## src/rtl/jk_seq_pkg.sv

```systemverilog
// Shared types and constants for the J-K flop sequencer: FSM states, J/K command
// encoding, the 8-step auto pattern and its expected q trace.
package jk_seq_pkg;

    typedef enum logic [2:0] {
        ST_IDLE,
        ST_LOAD,
        ST_STROBE,
        ST_CHECK,
        ST_PASS
`ifdef JK_SEQ_SELFCHECK_EN
        , ST_FAIL
`endif
    } state_e;

    localparam logic [1:0] JK_HOLD = 2'b00;
    localparam logic [1:0] JK_RST  = 2'b01;
    localparam logic [1:0] JK_SET  = 2'b10;
    localparam logic [1:0] JK_TGL  = 2'b11;

    // Entry [0] is the first step applied.
    localparam logic [7:0][1:0] PATTERN = {JK_TGL, JK_RST, JK_TGL, JK_TGL,
                                           JK_HOLD, JK_SET, JK_HOLD, JK_RST};

    // q after each step, bit i for step i: 0,0,1,1,0,1,0,1.
    localparam logic [7:0] EXPECT_Q = 8'b1010_1100;

    function automatic logic jk_next(input logic q, input logic [1:0] cmd);
        logic r;
        case (cmd)
            JK_HOLD: r = q;
            JK_RST:  r = 1'b0;
            JK_SET:  r = 1'b1;
            default: r = ~q;
        endcase
        return r;
    endfunction

endpackage

```

## src/rtl/jk_tick_gen.sv

```systemverilog
// Free-running divider producing a one-cycle tick every CLK_HZ/TICK_HZ cycles.
module jk_tick_gen #(
    parameter int unsigned CLK_HZ  = 50_000_000,
    parameter int unsigned TICK_HZ = 1
) (
    input  logic clk_i,
    input  logic rst_ni,
    output logic tick_o
);

    localparam logic [31:0] TERM = 32'(CLK_HZ / TICK_HZ - 1);

    logic [31:0] cnt_q, cnt_d;
    logic        tick_q;

    always_comb begin
        cnt_d = (cnt_q == TERM) ? 32'd0 : cnt_q + 32'd1;
    end

    // tick_q is high exactly in the cycle where cnt_q holds the terminal value.
    always_ff @(posedge clk_i or negedge rst_ni) begin
        if (!rst_ni) begin
            cnt_q  <= 32'd0;
            tick_q <= 1'b0;
        end else begin
            cnt_q  <= cnt_d;
            tick_q <= (cnt_d == TERM);
        end
    end

    assign tick_o = tick_q;

endmodule

```

## src/rtl/jk_sequencer.sv

```systemverilog
// J-K flop sequencer: manual switch drive or an 8-step auto pattern with a q reference model.
// Define JK_SEQ_SELFCHECK_EN to enable the model comparison, FAIL state and err output.
module jk_sequencer
    import jk_seq_pkg::*;
#(
    parameter int unsigned CLK_HZ  = 50_000_000,
    parameter int unsigned TICK_HZ = 1,
    parameter int unsigned SEQ_LEN = 8
) (
    input  logic       CLOCK_50,
    input  logic       RESET_N,
    input  logic       mode,
    input  logic       start,
    input  logic       sw_j,
    input  logic       sw_k,
    input  logic       jk_q,
    input  logic       jk_qbar,
    output logic       jk_j,
    output logic       jk_k,
    output logic       jk_en,
    output logic [2:0] step,
    output logic       busy,
    output logic       done,
    output logic       err
);

    localparam logic [2:0] LAST_STEP = 3'(SEQ_LEN - 1);

    state_e     state_q;
    logic [2:0] step_q;
    logic       busy_q, done_q;
    logic       j_q, k_q, en_q;
    logic       start_q;
    logic       tick;
    logic       start_rise;
    logic       manual_en;
    logic       fb_ok;

    jk_tick_gen #(
        .CLK_HZ (CLK_HZ),
        .TICK_HZ(TICK_HZ)
    ) u_tick (
        .clk_i (CLOCK_50),
        .rst_ni(RESET_N),
        .tick_o(tick)
    );

    assign start_rise = start & ~start_q;
    assign manual_en  = (state_q == ST_IDLE) & ~mode & tick;

`ifdef JK_SEQ_SELFCHECK_EN
    logic model_q;
    logic err_q;

    // Model follows every strobe, manual or auto, so runs start from a known q.
    always_ff @(posedge CLOCK_50 or negedge RESET_N) begin
        if (!RESET_N) begin
            model_q <= 1'b0;
        end else if (jk_en) begin
            model_q <= jk_next(model_q, {j_q, k_q});
        end
    end

    assign fb_ok = (jk_q == model_q) && (jk_qbar == ~model_q);
    assign err   = err_q;
`else
    logic unused_fb;
    assign unused_fb = jk_q ^ jk_qbar ^ EXPECT_Q[0];
    assign fb_ok     = 1'b1;
    assign err       = 1'b0;
`endif

    always_ff @(posedge CLOCK_50 or negedge RESET_N) begin
        if (!RESET_N) begin
            state_q <= ST_IDLE;
            step_q  <= 3'd0;
            busy_q  <= 1'b0;
            done_q  <= 1'b0;
            j_q     <= 1'b0;
            k_q     <= 1'b0;
            en_q    <= 1'b0;
            start_q <= 1'b0;
`ifdef JK_SEQ_SELFCHECK_EN
            err_q   <= 1'b0;
`endif
        end else begin
            start_q <= start;
            en_q    <= 1'b0;
            case (state_q)
                ST_IDLE: begin
                    if (!mode) begin
                        j_q <= sw_j;
                        k_q <= sw_k;
                    end else if (start_rise) begin
                        state_q <= ST_LOAD;
                        step_q  <= 3'd0;
                        busy_q  <= 1'b1;
                        done_q  <= 1'b0;
`ifdef JK_SEQ_SELFCHECK_EN
                        err_q   <= 1'b0;
`endif
                    end
                end
                ST_LOAD, ST_STROBE, ST_CHECK: begin
                    if (!mode) begin
                        state_q <= ST_IDLE;
                        step_q  <= 3'd0;
                        busy_q  <= 1'b0;
                        done_q  <= 1'b0;
`ifdef JK_SEQ_SELFCHECK_EN
                        err_q   <= 1'b0;
`endif
                    end else if (state_q == ST_LOAD) begin
                        {j_q, k_q} <= PATTERN[step_q];
                        if (tick) begin
                            state_q <= ST_STROBE;
                            en_q    <= 1'b1;
                        end
                    end else if (state_q == ST_STROBE) begin
                        state_q <= ST_CHECK;
                    end else if (!fb_ok) begin
`ifdef JK_SEQ_SELFCHECK_EN
                        state_q <= ST_FAIL;
                        err_q   <= 1'b1;
                        busy_q  <= 1'b0;
`endif
                    end else if (step_q == LAST_STEP) begin
                        state_q <= ST_PASS;
                        done_q  <= 1'b1;
                        busy_q  <= 1'b0;
                    end else begin
                        step_q  <= step_q + 3'd1;
                        state_q <= ST_LOAD;
                    end
                end
                default: begin
                    // PASS and FAIL: wait for a new run or a return to manual.
                    if (!mode) begin
                        state_q <= ST_IDLE;
                    end else if (start_rise) begin
                        state_q <= ST_LOAD;
                        step_q  <= 3'd0;
                        busy_q  <= 1'b1;
                        done_q  <= 1'b0;
`ifdef JK_SEQ_SELFCHECK_EN
                        err_q   <= 1'b0;
`endif
                    end
                end
            endcase
        end
    end

    assign jk_j  = j_q;
    assign jk_k  = k_q;
    assign jk_en = en_q | manual_en;
    assign step  = step_q;
    assign busy  = busy_q;
    assign done  = done_q;

endmodule

```

## config.mk

```make
export PLATFORM = sky130hd
export DESIGN_NAME = jk_sequencer
export DESIGN_NICKNAME = d
export VERILOG_FILES = /design/src/rtl/jk_seq_pkg.sv /design/src/rtl/jk_tick_gen.sv /design/src/rtl/jk_sequencer.sv
export SDC_FILE = /design/constraint.sdc
export NUM_CORES = 1
export LEC_CHECK = 0
export CORE_ASPECT_RATIO = 1.2
export CORE_MARGIN = 5
export CORE_UTILIZATION = 63
export DETAILED_ROUTE_END_ITERATION = 8
export HOLD_SLACK_MARGIN = 0.02
export PLACE_DENSITY_LB_ADDON = 0.15
export SETUP_SLACK_MARGIN = 0.02
export SLEW_MARGIN = 20
export SYNTH_ARGS = -nofsm -noshare
export SYNTH_HDL_FRONTEND = slang
export SYNTH_SLANG_ARGS = --single-unit
```

## constraint.sdc

```tcl
create_clock -name CLOCK_50 -period 6.45 [get_ports CLOCK_50]
set_clock_uncertainty 0.05 [all_clocks]
set_input_delay 1.29 -clock CLOCK_50 [delete_from_list [all_inputs] [get_ports CLOCK_50]]
set_output_delay 1.29 -clock CLOCK_50 [all_outputs]
set_load 0.005 [all_outputs]
```

==> impl_metrics.toml <==
[worst_setup_path]
regToRegEndpoint = "u_tick.tick_o"
end_kind = "primary output"
start_kind = "primary input"
crit_slowest_cell = "clkdlybuf4s50_1"
reg2reg_depth = 7
ff2ff_setup_slack_ns = 3.56
critical_path_class = "primary input to primary output"
crit_top_cell = "clkdlybuf4s50_1"
required_ns = 5.11
cp_data_arrival_time_ns = 2.80
crit_chain = "clkdlybuf4s50_1 > nor2_1 > a31o_2 > clkdlybuf4s50_1"
max_stage_delay_ns = 0.74
crit_fanout = 14
timing.rr.start = "u_tick.cnt_q[0]"

[timing]
fin_crit_sh_pct = 64.1
tns_ns = 0
period_minus_slack_ns = 4.14
slew_viol_final = 0
finalSetupViolations = 0
max_freq_ghz = 0.242
final_hold_viol_count = 0
maxSlewHeadroom_pct = 47.6
rsz0062_at_grt = "false"
worst_pin_slew_ns = 0.779

[global_routing]
grt_max_degree = 46
grtUsageTotal_pct = 22.1
grt_pass1_wl_mm = 9.08
antenna_found_initial = 0
grt_pass1_vias = 1983
overflow = 0

[power]
cellPowerDensity_mw_per_mm2 = 183
swShare_pct = 22.5
share_comb_of_total_power_pct = 6.6
power_frac_seq_pct = 56.4
p_leak_nw = 1.22
p_sw_mw = 0.116
internal_power_mw = 0.399
p_clk_share_pct = 36.9
peakVddDrop_mv = 0.119

[die]
start_util_pct = 65.4
die_area_mm2 = 0.00551
num_io_pins = 17
core_area_mm2 = 0.00397
die_x_um = 68.6
die_h_um = 80.3
rows = 25

[min_path]
whs_path_depth = 1
hold_class = "flip-flop to flip-flop"
hold_path.startpoint = "u_tick.cnt_q[6]"
worst_hold_path.endpoint = "u_tick.cnt_q[6]"

[synth]
synth_edf_count = 0
yosys.area.top_type_share_pct = 43.4
synth.largest_area_cell = "dfrtp_1"
synth.area.top_cells = "dfrtp_1 43%, xnor2_1 5.1%, xor2_1 4.4%"
synthTopCellsByCount = "45 x dfrtp_1, 27 x nor2_1, 26 x nand2_1, 15 x xnor2_1, 14 x nand4_1"
yosys.cell_types.count = 53
async_flop_share_pct = 100
seq_area_frac_synth_pct = 43.4
synthCells = 266
syn-num-nets = 280
syn_avg_cell_area_um2 = 9.77
ys_ff_latch = 45
synth_most_common_cell = "dfrtp_1"
syn_area_mm2 = 0.00260
yosys_most_used_dff = "dfrtp_1"
ys_warn_count = 0

[clock_network]
cts-htree-levels = 2
clk_latency_ns = 0.30
cts_repair_resize_count = 0
numCtsBuffers = 5
cts_root_buf = "clkbuf_8"
post_cts_buffers = 0
clk_path_buf_depth = 2
cts.sinks = 45
path_clk_slew_ns = 0.08
cts_tree = "done"
holdBufCountCts = 0

[route]
vias_per_cell = 6.02
wirelength_mm = 5.17
vias = 1974
firstDrtPassIters = 4
post-route-drc-count = 0
final_antenna_net_count = 0
drt-initial-drc-count = 90
post_drt_wl_per_cell_um = 15.8

[placement]
hpwlAfterDp_mm = 3.77
port_buffers = 13
place.gp.congestion = 0.892

[layout]
syn_to_final_growth_pct = 8.53
drive_above_1_share_pct = 10.6
final_util_pct = 71.0
fin_nets = 287
diodes = 0

[status]
status = "finished clean"

[job]
max_cap_violations = 0
[logic make-up after synthesis]
logic type	Yosys count	synth area share (%)
adders and majority gates	6	2.89
buffers and inverters	19	4.14
other	1	0.144
and+or+nand+nor	136	31.1
DFF	45	43.4
muxes	5	2.02
xor gates and xnor gates	28	9.44
AOI/OAI and AO/OA	26	6.94
[critical path: cells and delay by family]
family	cells	cell delay, ns
AOI/OAI and AO/OA	1	0.25
and+or+nand+nor	1	0.08
buffers and inverters	2	1.17
[worst max-delay path by stage]
stage	cells past startpoint	end	slack, ns	from
after floorplan	3	jk_en	3.31	mode
after global placement	4	jk_en	2.35	mode
after detailed placement	4	jk_en	2.32	mode
after CTS	4	jk_en	2.32	mode
after global routing	4	jk_en	2.23	mode
final	4	jk_en	2.31	mode
[cell type report]
cell class                 instances  area [um^2]
multi-input combinational        202         1370
fill                             332         1150
sequential                        45         1130
timing repair buffer              14          135
clock buffer                       7         96.3
tap                               54         67.6
inverter                           5         18.8
clock inverter                     1         5.00
[flip-flops by register name, summed over array words and instances, names as in the netlist]
| name | flops |
|---|---|
| busy | 1 |
| step | 3 |
| jk_k | 1 |
| state_q | 3 |
| u_tick.tick_o | 1 |
| jk_j | 1 |
| start_q | 1 |
| done | 1 |
| en_q | 1 |
| u_tick.cnt_q | 32 |
[through the flow]
step / instances / cell area [um^2] / setup slack, ns / power [mW] / hold slack, ns
2_1_floorplan: 266 / 2600 / 3.31 / 0.311 / 0.408
3_3_place_gp: 320 / 2720 / 2.35 / 0.329 / 0.416
3_5_place_dp: 320 / 2720 / 2.32 / 0.331 / 0.430
4_1_cts: 328 / 2820 / 2.32 / 0.520 / 0.444
5_1_grt: 328 / 2820 / 2.23 / 0.537 / 0.474
6_report: 328 / 2820 / 2.31 / 0.515 / 0.443
[power by group through the flow]
stage / clock (mW) / sequential [mW] / combinational [mW]
6_report: 0.190 / 0.291 / 0.0342
2_1_floorplan: 0 / 0.295 / 0.0157
4_1_cts: 0.194 / 0.291 / 0.0349
3_3_place_gp: 0 / 0.296 / 0.0334
3_5_place_dp: 0 / 0.297 / 0.0348
5_1_grt: 0.205 / 0.292 / 0.0403
[routing by layer]
| layer | up-vias | part of all wire (%) | routed length [um] | GRT usage (%) |
|---|---|---|---|---|
| li1 | 964 | - | - | - |
| met1 | 940 | 42 | 2170 | 26.1 |
| met2 | 56 | 52 | 2670 | 38.1 |
| met3 | 14 | 4.0 | 208 | 4.20 |
| met4 | 0 | 2.4 | 122 | 8.95 |
| met5 | - | 0 | 0 | 0 |
[placed cells by master (no fill, tap or decap), types with 3 or more instances in the layout]
cell type	netlist	final
nor4_1	8	7
a21oi_1	4	4
xor2_1	13	13
ha_1	6	6
nor2b_1	5	5
xnor2_1	15	15
clkbuf_8	0	7
nor3b_1	3	3
nand3_1	10	10
and4_1	4	4
inv_1	5	5
or2_2	3	3
mux2i_1	3	3
nor3_1	6	6
nor4_2	2	3
nand2_1	26	26
nand4b_1	3	3
dfrtp_1	45	45
nor2_1	27	27
nand4_1	14	14
and3_1	4	4
clkdlybuf4s50_1	0	12
o21ai_0	7	7
Note: power is estimated with default switching activity, not from simulation.
